--- config.mk ---
export PLATFORM = sky130hd
export DESIGN_NAME = parity_stream_ctrl_flat
export DESIGN_NICKNAME = d
export VERILOG_FILES = /design/src/rtl/parity_stream_ctrl_if.sv /design/src/rtl/parity_stream_ctrl.sv /design/src/flat_wrapper.sv
export SDC_FILE = /design/constraint.sdc
export NUM_CORES = 1
export LEC_CHECK = 0
export ABC_CLOCK_PERIOD_IN_PS = 5300
export CAP_MARGIN = 20
export CORE_ASPECT_RATIO = 1.2
export CORE_MARGIN = 3
export CORE_UTILIZATION = 35
export DETAILED_ROUTE_END_ITERATION = 6
export HOLD_SLACK_MARGIN = 0.12
export PLACE_DENSITY_LB_ADDON = 0.25
export SETUP_SLACK_MARGIN = 0.15
export SLEW_MARGIN = 20
export SYNTH_ARGS = -nofsm -noshare
export SYNTH_HDL_FRONTEND = slang
export SYNTH_SLANG_ARGS = --single-unit
--- constraint.sdc ---
create_clock -name clk -period 5.3 [get_ports clk]
set_input_delay 1.06 -clock clk [delete_from_list [all_inputs] [get_ports clk]]
set_output_delay 1.06 -clock clk [all_outputs]
set_load 0.1 [all_outputs]
--- src/rtl/parity_stream_ctrl_if.sv ---
// Word stream in, packet parity report out, as one bundle.
// The slave side is the controller; the master side is whoever drives words and takes reports.
interface parity_stream_ctrl_if #(
  parameter int unsigned CNT_W = 8
);
  logic             s_valid;
  logic             s_ready;
  logic [31:0]      s_data;
  logic             s_par;
  logic             s_last;
  logic             m_valid;
  logic             m_ready;
  logic [CNT_W-1:0] m_len;
  logic [CNT_W-1:0] m_err_cnt;
  logic             m_pkt_par;
  logic             m_ovf;

  modport slave (
    input  s_valid, s_data, s_par, s_last, m_ready,
    output s_ready, m_valid, m_len, m_err_cnt, m_pkt_par, m_ovf
  );

  modport master (
    output s_valid, s_data, s_par, s_last, m_ready,
    input  s_ready, m_valid, m_len, m_err_cnt, m_pkt_par, m_ovf
  );
endinterface

--- src/rtl/parity_stream_ctrl.sv ---
// Packet parity checker: accumulates length, per-word odd-parity errors and packet parity,
// then holds a report until the consumer takes it.
module parity_stream_ctrl #(
  parameter int unsigned MAX_LEN = 255,
  parameter int unsigned CNT_W   = 8
) (
  input  logic               clk,
  input  logic               rst_n,
  parity_stream_ctrl_if.slave bus
);

  typedef enum logic [1:0] {IDLE, RUN, REPORT} state_t;

  localparam logic [CNT_W-1:0] LEN_MAX = CNT_W'(MAX_LEN);
  localparam logic [CNT_W-1:0] ERR_SAT = '1;

  state_t           r_state, w_state_nxt;
  logic [CNT_W-1:0] r_len, w_len_nxt;
  logic [CNT_W-1:0] r_err, w_err_nxt;
  logic             r_pkt_par, w_pkt_par_nxt;
  logic             r_ovf, w_ovf_nxt;
  logic             r_s_ready, r_m_valid;
  logic             w_xfer, w_word_xor, w_par_err, w_hit;

  assign w_xfer     = bus.s_valid & r_s_ready;
  assign w_word_xor = ^bus.s_data;
  // Word parity is the XNOR reduction, i.e. the inverse of the XOR reduction.
  assign w_par_err  = (bus.s_par != ~w_word_xor);

  // Next state and next accumulators; r_pkt_par holds the already-inverted accumulator.
  always_comb begin
    w_state_nxt   = r_state;
    w_len_nxt     = r_len;
    w_err_nxt     = r_err;
    w_pkt_par_nxt = r_pkt_par;
    w_ovf_nxt     = r_ovf;
    w_hit         = 1'b0;
    case (r_state)
      IDLE, RUN: begin
        if (w_xfer) begin
          if (r_state == IDLE) begin
            w_len_nxt     = CNT_W'(1);
            w_err_nxt     = CNT_W'(w_par_err);
            w_pkt_par_nxt = ~w_word_xor;
          end else begin
            w_len_nxt     = r_len + CNT_W'(1);
            w_err_nxt     = (w_par_err && (r_err != ERR_SAT)) ? r_err + CNT_W'(1) : r_err;
            w_pkt_par_nxt = r_pkt_par ^ w_word_xor;
          end
          w_hit       = (w_len_nxt == LEN_MAX);
          w_ovf_nxt   = w_hit & ~bus.s_last;
          w_state_nxt = (bus.s_last || w_hit) ? REPORT : RUN;
        end
      end
      REPORT: begin
        if (bus.m_ready) w_state_nxt = IDLE;
      end
      default: w_state_nxt = IDLE;
    endcase
  end

  always_ff @(posedge clk or negedge rst_n) begin
    if (!rst_n) begin
      r_state   <= IDLE;
      r_len     <= '0;
      r_err     <= '0;
      r_pkt_par <= 1'b1;
      r_ovf     <= 1'b0;
      r_s_ready <= 1'b0;
      r_m_valid <= 1'b0;
    end else begin
      r_state   <= w_state_nxt;
      r_len     <= w_len_nxt;
      r_err     <= w_err_nxt;
      r_pkt_par <= w_pkt_par_nxt;
      r_ovf     <= w_ovf_nxt;
      r_s_ready <= (w_state_nxt != REPORT);
      r_m_valid <= (w_state_nxt == REPORT);
    end
  end

  assign bus.s_ready   = r_s_ready;
  assign bus.m_valid   = r_m_valid;
  assign bus.m_len     = r_len;
  assign bus.m_err_cnt = r_err;
  assign bus.m_pkt_par = r_pkt_par;
  assign bus.m_ovf     = r_ovf;

endmodule

--- src/flat_wrapper.sv ---
// flat-port wrapper written by rule: the top's interface ports become plain ports
module parity_stream_ctrl_flat 
#(
  parameter int unsigned MAX_LEN = 255,
  parameter int unsigned CNT_W   = 8
)
  (clk, rst_n, bus_s_valid, bus_s_data, bus_s_par, bus_s_last, bus_m_ready, bus_s_ready, bus_m_valid, bus_m_len, bus_m_err_cnt, bus_m_pkt_par, bus_m_ovf);
  parity_stream_ctrl_if #(.CNT_W(CNT_W)) bus_i ();
  input  logic clk;
  input  logic rst_n;
  input wire logic [$bits(bus_i.s_valid)-1:0] bus_s_valid;
  input wire logic [$bits(bus_i.s_data)-1:0] bus_s_data;
  input wire logic [$bits(bus_i.s_par)-1:0] bus_s_par;
  input wire logic [$bits(bus_i.s_last)-1:0] bus_s_last;
  input wire logic [$bits(bus_i.m_ready)-1:0] bus_m_ready;
  output wire logic [$bits(bus_i.s_ready)-1:0] bus_s_ready;
  output wire logic [$bits(bus_i.m_valid)-1:0] bus_m_valid;
  output wire logic [$bits(bus_i.m_len)-1:0] bus_m_len;
  output wire logic [$bits(bus_i.m_err_cnt)-1:0] bus_m_err_cnt;
  output wire logic [$bits(bus_i.m_pkt_par)-1:0] bus_m_pkt_par;
  output wire logic [$bits(bus_i.m_ovf)-1:0] bus_m_ovf;
  assign bus_i.s_valid = bus_s_valid;
  assign bus_i.s_data = bus_s_data;
  assign bus_i.s_par = bus_s_par;
  assign bus_i.s_last = bus_s_last;
  assign bus_i.m_ready = bus_m_ready;
  assign bus_s_ready = bus_i.s_ready;
  assign bus_m_valid = bus_i.m_valid;
  assign bus_m_len = bus_i.m_len;
  assign bus_m_err_cnt = bus_i.m_err_cnt;
  assign bus_m_pkt_par = bus_i.m_pkt_par;
  assign bus_m_ovf = bus_i.m_ovf;
  parity_stream_ctrl #(.MAX_LEN(MAX_LEN), .CNT_W(CNT_W)) u_core (.clk(clk), .rst_n(rst_n), .bus(bus_i));
endmodule
## Word-level counts from Yosys, hierarchy flattened

Cells that the tools add are included.

- Register bits after elaboration: 22
- Bits in latches: 0
- Memory bits (writable): 0
- Memory bits (read-only): 0
- Input port bits: 38
- Output and inout port bits: 20
- Word-level logic and storage cells: 39
- Memories kept: 0

- Add/sub/neg operators: 2
- $mul: 0
- Divide/modulo/power cells: 0
- Order comparisons: 0
- Equal/unequal tests: 7
- Shifts and indexed selects: 0
- Mux-type cells: 10
- Bitwise logic cells: 5
- Reductions and logical operators: 8

Operators with widths:

| operator | number |
|---|---|
| $mux W8 | 5 |
| $reduce_xor A32 Y1 | 1 |
| $add A8 B1 Y8 const B | 2 |
| $eq A8 B8 Y1 const B | 1 |
| $ne A8 B8 Y1 const B | 1 |
| $mux W2 | 3 |
| $eq A2 B2 Y1 const B | 2 |
| $pmux W2 S2 | 1 |
| $reduce_and A3 Y1 | 1 |
| $and A1 B1 Y1 | 2 |
| $eq A2 B1 Y1 const B | 1 |
| $logic_not A2 Y1 | 1 |
| $ne A2 B2 Y1 const B | 1 |
| $not A1 Y1 | 2 |
| $reduce_and A2 Y1 | 1 |
| $reduce_bool A2 Y1 | 1 |
| $reduce_or A2 Y1 | 1 |
| $logic_and A1 B1 Y1 | 1 |
| $logic_or A1 B1 Y1 | 1 |
| $mux W1 | 1 |
| $ne A1 B1 Y1 | 1 |
| $xor A1 B1 Y1 | 1 |

## Longest topological paths before layout

Gate-level depths: netlist of the first run.

- Word-level depth: 10
- Mapped depth: 7
- Gate-level depth less buffers: 7

## Worst setup path before layout of the first run

OpenSTA, ideal clock, no wires.

- Path type: input to register
- Start: input bus_s_data[11]
- End: register u_core.r_err[6] (netlist: u_core.bus.m_err_cnt[6])
- Setup time: 164 ps
- Arrival: 2,702 ps
- Data required time: 5,136 ps
- Slack: 2,434 ps
- Stages on the path: 7
- Path buffers: 0
- Path through: xor2_1 > xnor2_1 > xnor2_1 > xnor2_1 > xor3_2 > o311ai_0 > o31ai_1

- Cells in the longest elaborated chain, start to end: 6

Ends and longest elaborated chain:

| item | line | text |
|---|---|---|
| from (decl) | flat_wrapper.sv:12 | `input wire logic [$bits(bus_i.s_data)-1:0] bus_s_data;` |
| $reduce_xor A32 Y1 | parity_stream_ctrl.sv:26 | `assign w_word_xor = ^bus.s_data;` |
| $not A1 Y1 | parity_stream_ctrl.sv:28 | `assign w_par_err = (bus.s_par != ~w_word_xor);` |
| $ne A1 B1 Y1 | parity_stream_ctrl.sv:28 |  |
| $logic_and A1 B1 Y1 | parity_stream_ctrl.sv:47 | `w_err_nxt = (w_par_err && (r_err != ERR_SAT)) ? r_err + CNT_W'(1) : r_err;` |
| $reduce_bool A2 Y1 (no source line) | -- |  |
| $reduce_and A3 Y1 (no source line) | -- |  |
| to (signal assigned) | parity_stream_ctrl.sv:74 | `r_err <= w_err_nxt;` |
| to (decl) | parity_stream_ctrl.sv:19 | `logic [CNT_W-1:0] r_err, w_err_nxt;` |

Every way passes these cells.
A chain may end at the register's enable or synchronous reset.

## Worst setup path in the final report of the first run

- Start: input bus_s_data[14]
- End: register u_core.r_err[6] (netlist: u_core.bus.m_err_cnt[6])

The elaborated chain is that of the path after synthesis.

==> results of run 1 <==
-- how the worst max path moves through the flow --
stage,from,endpoint,cells past startpoint
6_report,bus_s_data[14],u_core.bus.m_err_cnt[6],8
5_1_grt,bus_s_data[10],u_core.bus.m_err_cnt[6],8
4_1_cts,bus_s_data[10],u_core.bus.m_err_cnt[6],8
3_5_place_dp,bus_s_data[10],u_core.bus.m_err_cnt[6],8
3_3_place_gp,bus_s_data[10],u_core.bus.m_err_cnt[6],8
2_1_floorplan,bus_s_data[11],u_core.bus.m_err_cnt[6],7
-- cell type report --
type | count | area [sq um]
sequential | 22 | 552
inverter | 4 | 15.0
fill | 387 | 1870
timing repair buffer | 57 | 566
clock buffer | 4 | 55.1
tap | 54 | 67.6
multi-input combinational | 135 | 913
-- flip-flops by register name (all words and copies together) (netlist names) --
| name | count |
|---|---|
| u_core.bus.m_pkt_par | 1 |
| u_core.bus.m_ovf | 1 |
| u_core.bus.m_valid | 1 |
| u_core.bus.m_len | 8 |
| u_core.bus.m_err_cnt | 8 |
| u_core.bus.s_ready | 1 |
| u_core.r_state | 2 |
-- placed cells by master (no fill, tap or decap) --
cell              n
clkdlybuf4s50_1  56
xnor2_1          29
dfrtp_1          21
nor2_1           18
nand2_1          16
nand3_1          13
o21ai_0          13
o311ai_0          6
inv_1             4
and3_1            4
a21oi_1           4
a22o_1            4
xor2_1            4
clkbuf_8          4
nor3_1            3
nor2b_1           2
mux2_2            2
a31oi_1           2
o31ai_1           2
ha_1              2
a22oi_1           1
or4b_2            1
or2_2             1
a21o_1            1
o22a_1            1
xnor3_4           1
o21ai_1           1
xor3_2            1
a32o_1            1
mux2i_1           1
a221oi_2          1
buf_2             1
dfstp_2           1
-- power groups by stage --
stage / Sequential (uW) / Clock [uW] / Combinational (uW)
after floorplan: 446 / 0 / 264
after global placement: 246 / 0 / 609
after detailed placement: 246 / 0 / 612
after CTS: 243 / 123 / 614
after global routing: 251 / 128 / 656
final: 242 / 119 / 609
-- worst register-to-register path: cells and delay by family, from the launching register on --
kind                   cells  cell delay, ns
buffers and inverters      1            0.06
AND/OR/NAND/NOR            3            1.34
AO/OA/AOI/OAI              2            0.37
flip-flops                 1            0.64
-- per-stage QoR --
| stage | instances | total power [uW] | setup slack [ns] | instance area [sq um] | util [%] |
|---|---|---|---|---|---|
| 2_1_floorplan | 165 | 710 | 2.43 | 1500 | - |
| 3_3_place_gp | 272 | 855 | 1.79 | 2120 | 52.5 |
| 3_5_place_dp | 272 | 858 | 1.76 | 2120 | 52.5 |
| 4_1_cts | 276 | 980 | 2.03 | 2170 | 53.9 |
| 5_1_grt | 276 | 1040 | 1.83 | 2170 | 53.7 |
| 6_report | 276 | 970 | 2.04 | 2170 | 53.7 |
-- logic make-up (layout without fill, tap and decap cells) --
kind of cell               Yosys count  after routing  synth area share (%)
xor gates and xnor gates            35             35                  22.8
adders and majority gates            2              2                  1.67
and+or+nand+nor                     58             58                  17.5
muxes                                3              3                  2.18
DFF                                 22             22                  36.9
AOI/OAI and AO/OA                   37             37                  17.0
buffers and inverters                8             65                  2.01
-- per-layer routing --
metal / vias up / wire length, microns / GRT usage (%)
met5: - / 0 / 0
met4: 0 / 14 / 5.19
met3: 2 / 256 / 3.04
met2: 55 / 1660 / 23.4
met1: 629 / 1390 / 17.5
li1: 701 / - / -
==> reports/qor.csv, run 1 <==
metric,value,unit
num-nets-final,263,
ys_types,31,
synth.top_cell.area_share,35.1,%
rsz0062_at_grt,false,
cts_buffers,3,
drt_iter0_markers,83,
arrival,3.39,ns
ctsHoldBuffers,0,
critPathMaxStageDelay,0.50,ns
drt-pass1-iter-count,4,
tns,0,ns
synth_edf_count,0,
critPathSlowestCell,xor3_2,
route.detailed.wl_per_inst,12.1,microns
ys_seq_elements,22,
period_minus_slack,3.26,ns
antenna_found_initial,0,
antenna_cells,0,
numClockSinks,22,
cts.path.max_buffers,2,
rows,25,
yosys.area.top_type,dfrtp_1,
hold_viol,0,
cts_tree,built,
io_pins,58,
yosys_warnings,0,
grt_pass1_vias,1379,
clockRootBuffer,clkbuf_8,
fp.dieH,77.6,microns
clk_latency,0.26,ns
ys_seq_area_share,36.9,%
critPathBufInv,1,
synth_ff_type,dfrtp_1,
r2r-start,u_core.r_state[0],
synth.top_cells.by_count,"xnor2_1 (29), dfrtp_1 (21), nor2_1 (18), nand2_1 (16)",
reg2reg_slack,2.78,ns
clkTransAtPathRegs,0.08,ns
max_cap_viol_count,0,
crit_path_cell_trace,"clkdlybuf4s50_1, xor2_1, xnor2_1, xnor2_1, xnor2_1, xor3_2, o311ai_0, o31ai_1",
status,completed,
critPathMaxFanout,7,
power_frac_seq,25.0,%
synth_area,1500,sq um
cellPowerDensity,447,nW/um^2
wl,3330,microns
die_w,65.7,microns
floorplan.initialDensity,37.1,%
fin_crit_sh,61.5,%
crit_path_start_kind,input pin,
sw_frac_of_total,50.6,%
critPathRequiredTime,5.43,ns
layout-drive-gt1-share,5.86,%
hold_path.startpoint,u_core.bus.m_err_cnt[7],
grt-ovfl-total,0,
cpMostUsedCell,xnor2_1,
cts_resized,0,
p_int,480,uW
hold_end,u_core.bus.m_err_cnt[7],
core_area,4040,sq um
hold_depth,1,
slew_headroom,34.5,%
r2r-end,u_core.bus.s_ready,
portBuffers,57,
rr_worst_depth,6,
dp_hpwl,2640,microns
viasPerCell,5.03,
place_congestion,0.782,
grt_max_degree,23,
drc,0,
syn_avg_cell_area,9.06,sq um
finalSetupViolCount,0,
cp-end-kind,flop,
critPathTopFamily,XOR/XNOR gates,
p_leak,0.000864,uW
combPwrFrac,62.8,%
p_sw,490,uW
timing.hold.ws,0.523,ns
hp-class,flop to flop,
worstSetupPathType,input pin to flop,
power.share.clock,12.3,%
finalMaxSlewViolations,0,
synth_area_leaders,"dfrtp_1 (35%), xnor2_1 (17%), nor2_1 (4.5%)",
fin_worst_skew,0.00110,ns
syn_to_final_growth,45.0,%
cts_max_level,1,
grt_pass1_wl,5820,microns
synth_fp_nets,205,
fmax,307,MHz
async_flop_share,100,%
post-cts-setup-buffers,0,
tightest_slew,0.979,ns
ant_nets,0,
synth_most_common_cell,xnor2_1,
die-area,5100,sq um
track_usage,14.0,%
via_count,1387,
ir_worst_vdd,0.219,mV
synthCells,165,
No activity file was read; power rests on OpenSTA's default activity.
==> inputs of run 2 (changes only) <==
ABC_CLOCK_PERIOD_IN_PS = 2740   (was 5300)
clock period = 2.74 ns   (was 5.3 ns; I/O delays follow)
==> reports/qor.csv, run 2 (synthesis gave the netlist of run 1 again) <==
metric,value,unit,change
final_area,2230,sq um,+3.0%
cpMostUsedCell,xnor2_2,,
cts_tree,built,,
fin_total_pwr,1940,uW,+100%
ant_nets,0,,unchanged
core_area,4040,sq um,unchanged
max_cap_viol_count,0,,unchanged
fmax,396,MHz,
critPathRequiredTime,2.87,ns,-2.56 ns
track_usage,13.0,%,-1.0 points
critPathMaxStageDelay,0.49,ns,about the same
rows,25,,unchanged
worstSetupPathType,input pin to flop,,
layout-drive-gt1-share,20.6,%,+15 points
cp-end-kind,flop,,
cellPowerDensity,867,nW/um^2,+94%
multi_input_area,988,sq um,+8.2%
hp-class,flop to flop,,
clockRootBuffer,clkbuf_8,,
viasPerCell,4.96,,-1.3%
hold_end,u_core.bus.m_err_cnt[7],,
rsz0062_at_grt,true,,
p_leak,0.000964,uW,+12%
hold_viol,0,,unchanged
cts_buffers,3,,unchanged
critPathTopFamily,XOR/XNOR gates,,
route.detailed.wl_per_inst,11.8,microns,-2.2%
fin_crit_sh,92.3,%,
grt_pass1_vias,1351,,-2.0%
final_cell_mix,"clkdlybuf4s50_1 (37), buf_4 (26), xnor2_1 (22)",,
fp.dieH,77.6,microns,unchanged
timing.hold.ws,0.511,ns,-0.0116 ns
seq_area,552,sq um,unchanged
final_cell_count_no_fill,282,,+2.2%
drt-pass1-iter-count,4,,unchanged
reg2reg_slack,0.48,ns,-2.30 ns
r2r-end,u_core.bus.s_ready,,
tightest_slew,0.687,ns,-0.292 ns
wl,3320,microns,about the same
ir_worst_vdd,0.607,mV,+180%
finalMaxSlewViolations,0,,unchanged
critPathBufInv,1,,unchanged
hold_depth,1,,unchanged
crit_path_cell_trace,"clkdlybuf4s50_1, xnor2_2, xnor2_2, xnor2_2, xnor2_2, xor3_2, o311ai_2, o31ai_1",,
clk_latency,0.26,ns,about the same
grt_pass1_wl,5460,microns,-6.2%
die_w,65.7,microns,unchanged
dp_hpwl,2620,microns,-0.73%
cts.path.max_buffers,2,,unchanged
portBuffers,57,,unchanged
startpoint,bus_s_data[4],,
finalSetupViolCount,0,,unchanged
slew_headroom,53.9,%,+19 points
via_count,1399,,+0.87%
drt_iter0_markers,81,,-2.4%
syn_to_final_growth,49.4,%,
clkTransAtPathRegs,0.08,ns,about the same
num-nets-final,269,,+2.3%
fin_worst_skew,0.00214,ns,+0.00104 ns
rr_worst_depth,6,,unchanged
fillers,351,,-9.3%
antenna_cells,0,,unchanged
dp.cells,277,,+1.8%
dpl_cell_area,2110,sq um,-0.59%
critPathMaxFanout,7,,unchanged
status,completed,,
io_pins,58,,unchanged
period_minus_slack,2.53,ns,
hold_path.startpoint,u_core.bus.m_err_cnt[7],,
crit_path_start_kind,input pin,,
mostFrequentLayoutCell,clkdlybuf4s50_1,,
critPathSlowestCell,xor3_2,,
grt_max_degree,23,,unchanged
antenna_found_initial,0,,unchanged
floorplan.initialDensity,37.1,%,unchanged
place_congestion,0.840,,+7.5%
cts_max_level,1,,unchanged
r2r-start,u_core.bus.m_len[0],,
die-area,5100,sq um,unchanged
arrival,2.66,ns,-0.73 ns
grt-ovfl-total,0,,unchanged
drc,0,,unchanged
numClockSinks,22,,unchanged
fin_util,55.3,%,+1.6 points
run 2: changes by cell type in the layout (fill, tap and decap cells not counted):
cell,before,now
buf_2,1,0
buf_4,0,26
clkbuf_1,0,1
clkbuf_8,4,3
clkdlybuf4s50_1,56,37
o21ai_0,13,11
o21ai_1,1,3
o311ai_0,6,0
o311ai_1,0,4
o311ai_2,0,2
xnor2_1,29,22
xnor2_2,0,7
xor2_1,4,3
xor2_2,0,1
run 2: layout make-up:
class,count,share of cell area (%)
timing repair buffer,63,25.3
sequential,22,24.7
multi-input combinational,135,44.3
tap,54,3.03
clock buffer,4,2.02
inverter,4,0.672
run 2: metrics by stage:
| step | setup slack, ns | TNS, ns |
|---|---|---|
| floorplan | 0.194 | 0 |
| global placement | -0.259 | -1.60 |
| detailed placement | -0.250 | -1.65 |
| CTS | 0.219 | 0 |
| global route | 0.115 | 0 |
| finish | 0.212 | 0 |
run 2: worst max-delay path by stage:
stage,to,slack [ns],cells after the start
2_1_floorplan,u_core.bus.s_ready,0.19,6
3_3_place_gp,u_core.bus.m_err_cnt[6],-0.26,8
3_5_place_dp,u_core.bus.m_err_cnt[4],-0.25,8
4_1_cts,u_core.bus.m_err_cnt[6],0.22,8
5_1_grt,u_core.bus.m_err_cnt[5],0.12,8
6_report,u_core.bus.m_err_cnt[6],0.21,8
run 2: metal layers:
layer	share of wire (%)	GRT usage (%)	vias to the layer above
li1	-	-	707
met1	42	15.8	637
met2	49	22.9	53
met3	8.2	2.60	2
met4	0.87	3.73	0
met5	0	0	-
run 2: what timing repair did:
action	CTS	global route
pin swaps	1	4
gates cloned	0	0
setup buffers	0	1
setup endpoints to repair	7	6
hold buffers	0	0
gates resized for setup	1	17
run 2: power breakdown:
group	switching [uW]	total (uW)	internal (uW)
Clock	103	207	104
Combinational	824	1270	447
Sequential	66.5	460	393
Total	993	1940	944
==> inputs of run 3 (changes only) <==
CTS_CLUSTER_DIAMETER = 30   (was unset)
==> results of run 3 <==
The final DEF is identical to that of run 2; final timing and power are the same.
